### src/rtl/fpnew_pipe_stages.sv
// Elastic result pipeline: NumPipeRegs valid/ready register stages carrying
// result, status flags and tag, with flush and busy indication.
module fpnew_pipe_stages #(
   parameter int unsigned Width       = 64,
   parameter int unsigned NumPipeRegs = 1,
   parameter int unsigned TagWidth    = 1
) (
   input  logic                clk_i,
   input  logic                rst_i,
   input  logic [Width-1:0]    in_result_i,
   input  logic [4:0]          in_status_i,
   input  logic [TagWidth-1:0] in_tag_i,
   input  logic                in_valid_i,
   output logic                in_ready_o,
   output logic [Width-1:0]    out_result_o,
   output logic [4:0]          out_status_o,
   output logic [TagWidth-1:0] out_tag_o,
   output logic                out_valid_o,
   input  logic                out_ready_i,
   input  logic                flush_i,
   output logic                busy_o
);

   if (NumPipeRegs == 0) begin : g_bypass
      logic unused_s;

      assign out_result_o = in_result_i;
      assign out_status_o = in_status_i;
      assign out_tag_o    = in_tag_i;
      assign out_valid_o  = in_valid_i;
      assign in_ready_o   = out_ready_i;
      assign busy_o       = 1'b0;
      assign unused_s     = clk_i ^ rst_i ^ flush_i;
   end else begin : g_pipe
      localparam int unsigned N = NumPipeRegs;

      logic [N-1:0]        valid_s;
      logic [N-1:0]        ready_s;
      logic [Width-1:0]    result_s [N];
      logic [4:0]          status_s [N];
      logic [TagWidth-1:0] tag_s    [N];

      // Backpressure ripples from the output towards stage 0
      always_comb begin
         logic chain_v;
         ready_s = '0;
         chain_v = out_ready_i;
         for (int k = int'(N) - 1; k >= 0; k--) begin
            ready_s[k] = chain_v | ~valid_s[k];
            chain_v    = ready_s[k];
         end
      end

      for (genvar k = 0; k < N; k++) begin : g_stage
         logic                up_valid_s;
         logic [Width-1:0]    up_result_s;
         logic [4:0]          up_status_s;
         logic [TagWidth-1:0] up_tag_s;
         logic                valid_r;
         logic [Width-1:0]    result_r;
         logic [4:0]          status_r;
         logic [TagWidth-1:0] tag_r;

         if (k == 0) begin : g_head
            assign up_valid_s  = in_valid_i;
            assign up_result_s = in_result_i;
            assign up_status_s = in_status_i;
            assign up_tag_s    = in_tag_i;
         end else begin : g_body
            assign up_valid_s  = valid_s[k-1];
            assign up_result_s = result_s[k-1];
            assign up_status_s = status_s[k-1];
            assign up_tag_s    = tag_s[k-1];
         end

         // Valid bit: flush wins over any advance in the same cycle
         always_ff @(posedge clk_i or posedge rst_i) begin
            if (rst_i) begin
               valid_r <= 1'b0;
            end else if (flush_i) begin
               valid_r <= 1'b0;
            end else if (ready_s[k]) begin
               valid_r <= up_valid_s;
            end else begin
               valid_r <= valid_r;
            end
         end

         // Payload: loads only on an accepted upstream entry, untouched by flush
         always_ff @(posedge clk_i or posedge rst_i) begin
            if (rst_i) begin
               result_r <= {Width{1'b0}};
               status_r <= 5'b00000;
               tag_r    <= {TagWidth{1'b0}};
            end else if (ready_s[k] && up_valid_s) begin
               result_r <= up_result_s;
               status_r <= up_status_s;
               tag_r    <= up_tag_s;
            end else begin
               result_r <= result_r;
               status_r <= status_r;
               tag_r    <= tag_r;
            end
         end

         assign valid_s[k]  = valid_r;
         assign result_s[k] = result_r;
         assign status_s[k] = status_r;
         assign tag_s[k]    = tag_r;
      end

      assign in_ready_o   = ready_s[0];
      assign out_valid_o  = valid_s[N-1];
      assign out_result_o = result_s[N-1];
      assign out_status_o = status_s[N-1];
      assign out_tag_o    = tag_s[N-1];
      assign busy_o       = |valid_s;
   end

endmodule
### config.mk
export PLATFORM = sky130hd
export DESIGN_NAME = fpnew_pipe_stages
export DESIGN_NICKNAME = d
export VERILOG_FILES = /design/src/rtl/fpnew_pipe_stages.sv
export SDC_FILE = /design/constraint.sdc
export NUM_CORES = 1
export LEC_CHECK = 0
export ABC_AREA = 1
export BUFFER_PORTS_ARGS = -buffer_cell sky130_fd_sc_hd__buf_2
export CAP_MARGIN = 20
export CORE_MARGIN = 1.5
export CORE_UTILIZATION = 48
export DETAILED_ROUTE_END_ITERATION = 8
export GPL_TIMING_DRIVEN = 0
export PLACE_DENSITY = 0.91
export SETUP_SLACK_MARGIN = 0.15
export SKIP_CTS_REPAIR_TIMING = 1
export SYNTH_ARGS = -nofsm -noshare
export SYNTH_HDL_FRONTEND = slang
export SYNTH_SLANG_ARGS = --single-unit
### constraint.sdc
create_clock -name clk_i -period 3.29 [get_ports clk_i]
set_input_delay 0.4935 -clock clk_i [delete_from_list [all_inputs] [get_ports clk_i]]
set_output_delay 0.4935 -clock clk_i [all_outputs]
set_load 0.005 [all_outputs]
# [Yosys cells after proc, flatten, opt, wreduce, memory -nomap -nowiden]
# Cells that the tools add are included.
[totals] output_inout_bits=73 ff_bits=71
[op_classes] bitwise_logic=2 n_reduce_logical=2 muxes=2
[op_table] operator="1-bit two-way mux" count=2
[op_table] operator="2-bit nonzero test" count=1
[op_table] operator="1-bit logical AND" count=1
[op_table] operator="1-bit NOT" count=1
[op_table] operator="1-bit OR" count=1

# [Logic depth before layout (Yosys ltp)]
# Gate-level depths: netlist of run 1.
[logic_depth] word_depth=4 depth_mapped=6 mapped_depth_nobuf=5

# [Least setup slack after synthesis of run 1]
# OpenSTA, ideal clock, no wires.
[synth_timing] path_type="input-to-output" from="input out_ready_i" to="output in_ready_o" path_buffers=1 required_time_ns=2.796 arrival_time_ns=0.813 setup_slack_ns=1.983 stages=3 cell_sequence="inv_1 nand2_4 buf_2"
[synth_via] elab_chain_len=1
[synth_lines] element="start: declaration" line_no="19" rtl="input logic out_ready_i,"
[synth_lines] element="1-bit OR" line_no="49" rtl="ready_s[k] = chain_v | ~valid_s[k];"
[synth_lines] element="end: declaration" line_no="14" rtl="output logic in_ready_o,"
# No other way between the ends.

# [Final worst setup path of run 1]
[layout_timing] from="register g_pipe.g_stage[0].valid_r, in the netlist busy_o" to="output in_ready_o"
[layout_via] elab_chain_len=2
[layout_lines] element="start: declaration" line_no="59" rtl="logic valid_r;"
[layout_lines] element="start signal: assignment" line_no="83" rtl="valid_r <= up_valid_s;"
[layout_lines] element="start signal: assignment" line_no="85" rtl="valid_r <= valid_r;"
[layout_lines] element="1-bit NOT" line_no="49"
[layout_lines] element="1-bit OR" line_no="49"
# No other way between the ends.

==> metrics.md, run 1 <==
| Metric | Value |
|---|---|
| Outcome | complete, no violations |
| First-pass GRT wire length | 11500 um |
| Synth unique cells | 9 |
| Post-synth top area cell | dfrtp_1 |
| Leak | 2.29 nW |
| 1st-pass router iterations | 4 |
| Iteration-0 DRC Markers | 140 |
| Routed Antenna Nets | 0 |
| IO buf count | 146 |
| Clk sinks | 71 |
| CTS max path bufs | 2 |
| Top post-synthesis cells by area | dfrtp_1 (62%), nand2_1 (18%), nand3_1 (12%), buf_6 (2.8%), buf_2 (2.5%) |
| Final setup violation count | 0 |
| Syn Inst Count | 310 |
| Reg clk slew, reported paths | 0.06 ns |
| Type of origin of the critical path | flip-flop |
| Tmin final | 1.80 ns |
| Fin Setup TNS | 0 ns |
| Hold Crit Depth | 2 |
| Period utilisation layout | 54.6% |
| Worst Hold Class | input port to flip-flop |
| Area of the die | 6420 um^2 |
| # H-tree levels | 3 |
| Cell Area, Synth | 2860 um^2 |
| Commonest non-fill, non-tap cell in the layout | buf_2 |
| Nets | 542 |
| Row Count | 27 |
| Gpl congestion | 0.777 |
| Final Hold Vio Count | 0 |
| # IOs | 148 |
| Hold wc startpoint | flush_i |
| Worst ir drop on vdd | 359 uV |
| Largest net degree at the start of global routing | 72 |
| Worst Path Class, Setup | flip-flop to output pin |
| Synth warn | 0 |
| Placeable Area | 5610 um^2 |
| Die Ht | 80.1 um |
| Final slew viol count | 0 |
| Post-Route WL | 7180 um |
| Vias post-DR | 2705 |
| WL/cell | 13.2 um |
| Share of cells above drive strength 1 | 39.1% |
| Worst setup margin | 1.49 ns |
| CP Data Required Time | 2.80 ns |
| Num CTS Buffers | 9 |
| Syn nets | 385 |
| Root Buffer Master | clkbuf_8 |
| Area Growth Syn to Fin | 35.0% |
| Max-cap violation count | 0 |
| Dpl ws | 1.66 ns |
| FF-to-FF path depth | 5 |
| Vias per std cell | 4.98 |
| Unrepaired setup endpoints after global routing | false |
| Synth Register Bits | 71 |
| Total Power | 0.00198 W |
| RR Startpoint | busy_o$_DFFE_PP0P_ |
| Pwr Density | 514 nW/um^2 |
| Reg2reg end | out_result_o[48]$_DFFE_PP0P_ |
| Initial Utilization | 50.9% |
| Antenna violations before repair | 0 |
| Hold path endpoint | busy_o$_DFFE_PP0P_ |
| Hpwl dp | 5230 um |
| Worst rel slew slack | 44.2% |
| Hold_ws | 0.328 ns |
| CTS tree | built |
| Synth Area per Inst | 9.21 um^2 |
| Clock Latency Late Sink | 0.32 ns |
| Post-synthesis sequential area ratio | 62.2% |
| Ant. Diodes | 0 |
| Fmax | 556 MHz |
| CP Max Fanout | 10 |
| Yosys top cell area share | 62.2% |
| Worst setup EP type | output pin |
| Die Wd | 80.1 um |
| GRT Resource Usage Total | 23.4% |
| DRC errors left | 0 |
| GRT overflow | 0 |
| Reg2reg setup slack | 2.11 ns |
| Crit path DAT | 1.30 ns |
| Slew at the pin closest to its max-slew limit | 0.836 ns |
| Most frequent cells in the layout | buf_2 (160), nand2_1 (140), dfrtp_1 (71) |
| Skew final | 0.00559 ns |
| Vias in the first global route | 2627 |
[layout make-up]
cell class	count	area [um^2]
plain buffers	23	164
fillers	459	1750
inverters	3	13.8
well taps	72	90.1
repair buffers	146	731
multi-input cells	213	903
flip-flops and latches	71	1780
clock buffers	15	176
[cells in the mapped netlist]
| cell | instances |
|---|---|
| dfrtp_1 | 71 |
| buf_4 | 2 |
| nand2_4 | 2 |
| nand3_1 | 70 |
| nand2_1 | 140 |
| buf_6 | 7 |
| inv_1 | 3 |
| buf_2 | 14 |
| a21oi_1 | 1 |
[per-stage QoR]
| step | utilization (%) | instances | area, um^2 |
|---|---|---|---|
| floorplan | - | 310 | 2860 |
| global placement | 65.6 | 528 | 3680 |
| detailed placement | 65.6 | 528 | 3680 |
| CTS | 68.7 | 543 | 3850 |
| global route | 68.7 | 543 | 3850 |
| finish | 68.7 | 543 | 3850 |
[sequential cells by signal, summed over array words and instances (netlist names)]
register,flops
out_result_o,64
out_status_o,5
busy_o,1
out_tag_o,1
[per-layer routing]
metal | track usage [%] | up-vias | share of wire (%)
met1 | 28.0 | 1268 | 41
met5 | 0 | - | 0
met4 | 8.28 | 0 | 1.2
li1 | - | 1303 | -
met2 | 40.6 | 125 | 50
met3 | 6.02 | 9 | 7.7
[logic make-up after synthesis]
| family | synth area share (%) |
|---|---|
| flops | 62.2 |
| compound gates | 0.175 |
| buf+inv | 6.14 |
| simple gates | 31.5 |
[worst max-delay path by stage]
stage	end	from
global route	in_ready_o	busy_o$_DFFE_PP0P_
finish	in_ready_o	busy_o$_DFFE_PP0P_
detailed placement	in_ready_o	out_ready_i
CTS	in_ready_o	busy_o$_DFFE_PP0P_
global placement	out_result_o[45]$_DFFE_PP0P_	rst_i
floorplan	busy_o$_DFFE_PP0P_	rst_i
[power by group]
group / total [W] / switching, W / internal (W)
Combinational: 0.000343 / 0.000181 / 0.000162
Clock: 0.000614 / 0.000281 / 0.000333
Sequential: 0.00102 / 0.0000534 / 0.000970
[worst max-delay path, cell delays in order (launching register included)]
cell	delay (ns)
dfrtp_1	0.44
nand2_4	0.17
buf_2	0.23
buf_2	0.14
No activity file was read; power rests on OpenSTA's default activity.
==> run 2, diff against run 1 <==
--- a/config.mk
+++ b/config.mk
@@ -9,10 +9,10 @@
 export BUFFER_PORTS_ARGS = -buffer_cell sky130_fd_sc_hd__buf_2
 export CAP_MARGIN = 20
 export CORE_MARGIN = 1.5
-export CORE_UTILIZATION = 48
+export CORE_UTILIZATION = 41
 export DETAILED_ROUTE_END_ITERATION = 8
 export GPL_TIMING_DRIVEN = 0
-export PLACE_DENSITY = 0.91
+export PLACE_DENSITY = 0.83
 export SETUP_SLACK_MARGIN = 0.15
 export SKIP_CTS_REPAIR_TIMING = 1
 export SYNTH_ARGS = -nofsm -noshare
==> constraint.sdc (replaced) <==
create_clock -name clk_i -period 1.5 [get_ports clk_i]
set_input_delay 0.225 -clock clk_i [delete_from_list [all_inputs] [get_ports clk_i]]
set_output_delay 0.225 -clock clk_i [all_outputs]
set_load 0.005 [all_outputs]
==> run 2 against run 1 <==
Compared with the run above: the flow now finishes with violations (negative hold slack); largest power group unchanged; first-iteration DRC count shrank 19%; global-route usage shrank 3.7 points; sequential share of layout area shrank 1.4 points; clock skew is essentially flat; power grew 140%; critical path type unchanged; largest cell class unchanged.
==> metrics.md, run 2 (synthesis gave the netlist of run 1 again) <==
| Metric | Value |
|---|---|
| CTS max path bufs | 2 (unchanged) |
| First-pass GRT wire length | 11400 um (-1.1%) |
| Area of the die | 7470 um^2 (+16%) |
| Worst setup EP type | output pin |
| Vias in the first global route | 2584 (-1.6%) |
| Initial Utilization | 42.3% (-8.7 points) |
| Area Growth Syn to Fin | 39.3% |
| # IOs | 148 (unchanged) |
| DRC errors left | 0 (unchanged) |
| FF+latch area | 1780 um^2 (unchanged) |
| Largest net degree at the start of global routing | 41 (-43%) |
| WL/cell | 13.0 um (-1.5%) |
| Dpl ws | 0.332 ns (-1.33 ns) |
| Multi-input logic area | 903 um^2 (unchanged) |
| Most frequent cells in the layout | buf_2 (158), nand2_1 (140), dfrtp_1 (71) |
| Layout Cells excl Fill | 556 (+2.4%) |
| Failing checks | negative hold slack |
| Unrepaired setup endpoints after global routing | true |
| Tmin final | 1.30 ns |
| IO buf count | 146 (unchanged) |
| Share of cells above drive strength 1 | 39.9% (+0.85 points) |
| Routed Antenna Nets | 0 (unchanged) |
| Row Count | 30 (+11%) |
| Num CTS Buffers | 9 (unchanged) |
| CP Data Required Time | 1.27 ns (-1.53 ns) |
| Filler cell count | 619 (+35%) |
| Worst setup margin | 0.197 ns (-1.29 ns) |
| Outcome | complete, but fails checks |
| Fmax | 768 MHz |
| Die Wd | 86.5 um (+7.9%) |
| Max reg flops | 64 (unchanged) |
| GRT overflow | 0 (unchanged) |
| Final setup violation count | 0 (unchanged) |
| Worst ir drop on vdd | 768 uV (+110%) |
| Vias per std cell | 4.84 (-2.8%) |
| FF-to-FF path depth | 6 (+1) |
| Hold_ws | -0.000310 ns (-0.328 ns) |
| Clk sinks | 71 (unchanged) |
| Slew at the pin closest to its max-slew limit | 0.690 ns (-0.147 ns) |
| Root Buffer Master | clkbuf_8 |
| Skew final | 0.00589 ns (+0.000294 ns) |
| Dpl cells | 537 (+1.7%) |
| Period utilisation layout | 86.8% |
| CP Max Fanout | 2 (-8) |
| Dpl cell area | 3710 um^2 (+0.85%) |
| Post-Route WL | 7250 um (+0.89%) |
| Final Hold Vio Count | 2 (+2) |
| Iteration-0 DRC Markers | 114 (-19%) |
| Type of origin of the critical path | flip-flop |
| Die Ht | 86.5 um (+7.9%) |
| Pwr Density | 1190 nW/um^2 (+130%) |
| Ant. Diodes | 0 (unchanged) |
| Worst Hold Class | input port to async pin |
| Fin area | 3980 um^2 (+3.1%) |
| Commonest non-fill, non-tap cell in the layout | buf_2 |
| Crit path DAT | 1.08 ns (-0.22 ns) |
| Nets | 546 (+0.74%) |
| CTS tree | built |
| # H-tree levels | 3 (unchanged) |
| Reg clk slew, reported paths | 0.07 ns (about the same) |
| 1st-pass router iterations | 6 (+2) |
| Gpl congestion | 0.738 (-5.0%) |
| Antenna violations before repair | 0 (unchanged) |
| Max-cap violation count | 0 (unchanged) |
| Worst rel slew slack | 53.9% (+9.7 points) |
| Vias post-DR | 2692 (-0.48%) |
| GRT Resource Usage Total | 19.7% (-3.7 points) |
| Leak | 2.33 nW (+2.2%) |
| Worst Path Class, Setup | flip-flop to output pin |
| Placeable Area | 6760 um^2 (+20%) |
| Clock Latency Late Sink | 0.33 ns (about the same) |
| Final slew viol count | 0 (unchanged) |
| Hpwl dp | 5210 um (-0.30%) |
-- run 2: changes by cell type in the layout (fill, tap and decap cells not counted), sizes merged --
cell      change
clkinvlp      +1
buf           +4
clkinv        +1
clkbuf        -2
bufinv        +2
inv           -1
-- run 2: through the flow --
stage	TNS, ns	hold WS, ns	power, W	util, %
after floorplan	0	0.288	0.00263	-
after global placement	0	0.373	0.00300	54.6
after detailed placement	0	0.362	0.00304	54.9
after CTS	-0.0422	-0.000520	0.00476	58.2
after global routing	0	0.0211	0.00497	58.9
final	0	-0.000310	0.00472	58.9
-- run 2: worst max-delay path, cell delays in order (launching register included) --
cell and delay (ns):
dfrtp_1 0.42, buf_6 0.14, buf_6 0.10, buf_6 0.10
-- run 2: worst paths after layout --
kind,slack [ns],endpoint,startpoint
max in group asynchronous,0.88,out_result_o[44]$_DFFE_PP0P_,rst_i
worst max register to register,0.34,out_result_o[62]$_DFFE_PP0P_,busy_o$_DFFE_PP0P_
min in group clk_i,0.04,busy_o$_DFFE_PP0P_,flush_i
worst max-delay path,0.20,out_valid_o,busy_o$_DFFE_PP0P_
worst min-delay path,-0.0003,out_result_o[20]$_DFFE_PP0P_,rst_i
worst min register to register,0.47,out_result_o[49]$_DFFE_PP0P_,out_result_o[49]$_DFFE_PP0P_
-- run 2: layout make-up --
| cell class | instances | share of cell area, % |
|---|---|---|
| sequential | 71 | 44.7 |
| multi-input combinational | 213 | 22.7 |
| buffer | 23 | 4.37 |
| clock buffer | 13 | 4.00 |
| tap | 80 | 2.52 |
| clock inverter | 3 | 1.64 |
| inverter | 3 | 0.378 |
| timing repair buffer | 150 | 19.7 |
-- run 2: report_power, final --
group	switching [W]	internal, W	leakage [nW]
combinational	0.000397	0.000372	1.35
sequential	0.000115	0.00213	0.869
clock	0.000684	0.00103	0.114
-- run 2: routing by layer --
metal	up-vias	share of wire [%]	global-route usage, %
met5	-	0	0
met4	0	1.3	8.80
met3	9	6.6	4.76
met2	106	49	33.9
met1	1273	43	23.4
li1	1304	-	-
==> run 3, diff against run 2 <==
--- a/config.mk
+++ b/config.mk
@@ -9,10 +9,10 @@
 export BUFFER_PORTS_ARGS = -buffer_cell sky130_fd_sc_hd__buf_2
 export CAP_MARGIN = 20
 export CORE_MARGIN = 1.5
-export CORE_UTILIZATION = 41
+export CORE_UTILIZATION = 40
 export DETAILED_ROUTE_END_ITERATION = 8
 export GPL_TIMING_DRIVEN = 0
-export PLACE_DENSITY = 0.83
+export PLACE_DENSITY = 0.79
 export SETUP_SLACK_MARGIN = 0.15
 export SKIP_CTS_REPAIR_TIMING = 1
 export SYNTH_ARGS = -nofsm -noshare
==> constraint.sdc (replaced) <==
create_clock -name clk_i -period 1.3 [get_ports clk_i]
set_input_delay 0.195 -clock clk_i [delete_from_list [all_inputs] [get_ports clk_i]]
set_output_delay 0.195 -clock clk_i [all_outputs]
set_load 0.005 [all_outputs]
==> run 3 against run 2 <==
Compared with the run above: the run still ends with negative hold slack left; cell count increased by 5.0%; clock power is 9.9% higher; highest routed layer unchanged; register-to-register slack worse by 0.22 ns; sequential share of layout area is 6.0 points lower.
==> metrics.md, run 3 (synthesis gave the netlist of run 1 again) <==
| Metric | Value |
|---|---|
| Outcome | complete, but fails checks |
| Failing checks | negative hold slack |
| FF-to-FF path depth | 6 (unchanged) |
| First-pass GRT wire length | 11200 um (-1.9%) |
| Hold_ws | -0.0290 ns (-0.0287 ns) |
| Vias in the first global route | 2420 (-6.3%) |
| Max-cap violation count | 0 (unchanged) |
| Gpl congestion | 0.728 (-1.4%) |
| Type of origin of the critical path | flip-flop |
| Fin area | 4590 um^2 (+15%) |
| Worst Path Class, Setup | flip-flop to output pin |
| Reg2reg setup slack | 0.12 ns (-0.22 ns) |
| Most frequent cells in the layout | buf_2 (151), dfrtp_1 (71), nand3_1 (70) |
| Crit path DAT | 1.10 ns (+0.02 ns) |
| Final Hold Vio Count | 32 (+30) |
| Worst ir drop on vdd | 714 uV (-7.0%) |
| Pwr Density | 1240 nW/um^2 (+4.1%) |
| RR Startpoint | busy_o$_DFFE_PP0P_ |
| Post-Route WL | 8030 um (+11%) |
| Largest net degree at the start of global routing | 40 (-2.4%) |
| Worst rel slew slack | 49.7% (-4.2 points) |
| CP top delay family | flip-flops |
| Die Wd | 87.5 um (+1.2%) |
| Placeable Area | 6830 um^2 (+1.1%) |
| Period utilisation layout | 99.4% |
| IO buf count | 146 (unchanged) |
| Dpl cell area | 3730 um^2 (+0.54%) |
| Final slew viol count | 0 (unchanged) |
| Slowest cell on crit path | dfrtp_1 |
| CTS tree | built |
| Reg2reg end | out_result_o[42]$_DFFE_PP0P_ |
| Root Buffer Master | clkbuf_8 |
| Row Count | 30 (unchanged) |
| GRT met1 Usage | 24.0% (+0.54 points) |
| CP Max Fanout | 2 (unchanged) |
| Final setup violation count | 0 (unchanged) |
| Worst setup EP type | output pin |
| # IOs | 148 (unchanged) |
| Tmin final | 1.29 ns |
| Antenna violations before repair | 0 (unchanged) |
| Ant. Diodes | 0 (unchanged) |
| Area Growth Syn to Fin | 60.8% |
| GRT Resource Usage Total | 19.2% (-0.52 points) |
| Filler cell count | 567 (-8.4%) |
| CTS max path bufs | 2 (unchanged) |
| Fmax | 774 MHz |
| Nets | 558 (+2.2%) |
| Area of the die | 7650 um^2 (+2.4%) |
| Slew at the pin closest to its max-slew limit | 0.753 ns (+0.0635 ns) |
| Clk sinks | 71 (unchanged) |
| Initial Utilization | 41.8% (-0.46 points) |
| WL/cell | 13.8 um (+5.6%) |
| Commonest non-fill, non-tap cell in the layout | buf_2 |
| Reg clk slew, reported paths | 0.08 ns (about the same) |
| Crit-path max cell delay | 0.42 ns (about the same) |
| Max reg flops | 64 (unchanged) |
| Vias post-DR | 2805 (+4.2%) |
| Vias per std cell | 4.80 (-0.80%) |
| Worst Hold Class | input port to async pin |
| Routed Antenna Nets | 0 (unchanged) |
| Die Ht | 87.5 um (+1.2%) |
| DRC errors left | 0 (unchanged) |
| Clock Latency Late Sink | 0.34 ns (about the same) |
| Num CTS Buffers | 9 (unchanged) |
| Skew final | 0.00840 ns (+0.00251 ns) |
| GRT overflow | 0 (unchanged) |
| Finished Core Util | 67.2% (+8.4 points) |
| GRT Max-Usage Layer | met2 |
| Leak | 2.60 nW (+11%) |
| CP Data Required Time | 1.11 ns (-0.16 ns) |
| M3 GR Usage | 5.40% (+0.64 points) |
| Share of cells above drive strength 1 | 57.0% (+17 points) |
| Unrepaired setup endpoints after global routing | true |
| Crit-path cells | buf_6 -> buf_6 -> buf_6 |
| Iteration-0 DRC Markers | 87 (-24%) |
| M2 GR Usage | 31.4% (-2.5 points) |
| Buf/Inv on CP | 3 (unchanged) |
| 1st-pass router iterations | 4 (-2) |
| # H-tree levels | 3 (unchanged) |
| CP most frequent cell | buf_6 |
| Hpwl dp | 5080 um (-2.4%) |
-- run 3: cell types whose count changed in the layout (fill, tap and decap cells not counted), sizes merged --
cell / delta
clkbuf: +9
buf: -1
clkinv: +1
nand2: +2
dlygate4sd3: +1
-- run 3: per-stage QoR --
step	TNS (ns)	total power, W	hold slack, ns	setup slack [ns]	std cells
floorplan	0	0.00303	0.258	0.321	310
global placement	-11.11	0.00347	0.344	-0.160	552
detailed placement	0	0.00351	0.349	0.155	553
CTS	-0.229	0.00537	-0.0219	-0.229	569
global route	-0.0458	0.00595	0.0308	-0.0297	584
finish	0	0.00568	-0.0290	0.00814	584
-- run 3: worst max-delay path by stage --
| stage | startpoint | end | slack (ns) | cells after the start |
|---|---|---|---|---|
| floorplan | rst_i | busy_o$_DFFE_PP0P_ | 0.32 | 1 |
| global placement | rst_i | out_result_o[45]$_DFFE_PP0P_ | -0.16 | 2 |
| detailed placement | busy_o$_DFFE_PP0P_ | in_ready_o | 0.15 | 3 |
| CTS | busy_o$_DFFE_PP0P_ | in_ready_o | -0.23 | 3 |
| global route | busy_o$_DFFE_PP0P_ | out_valid_o | -0.03 | 3 |
| finish | busy_o$_DFFE_PP0P_ | out_valid_o | 0.008 | 3 |
-- run 3: layout make-up --
type                            instances  area, um^2  share of cell area, %
Clock inverter                          4        70.1                   1.53
Clock buffer                           12         135                   2.94
Timing Repair Buffer                  160        1000                   21.8
Inverter                                3        15.0                  0.327
Sequential cell                        71        1780                   38.7
Multi-Input combinational cell        215        1260                   27.4
Buffer                                 23         215                   4.69
Tap cell                               96         120                   2.62
-- run 3: power breakdown --
part,internal (W),switching [W],total [W]
clock,0.00108,0.000799,0.00188
combinational,0.000590,0.000550,0.00114
sequential,0.00246,0.000202,0.00266
-- run 3: per-layer routing --
metal / vias up / share of wire [%]
met5: - / 0
met2: 108 / 50
met4: 0 / 1.3
met1: 1346 / 42
li1: 1341 / -
met3: 10 / 6.6
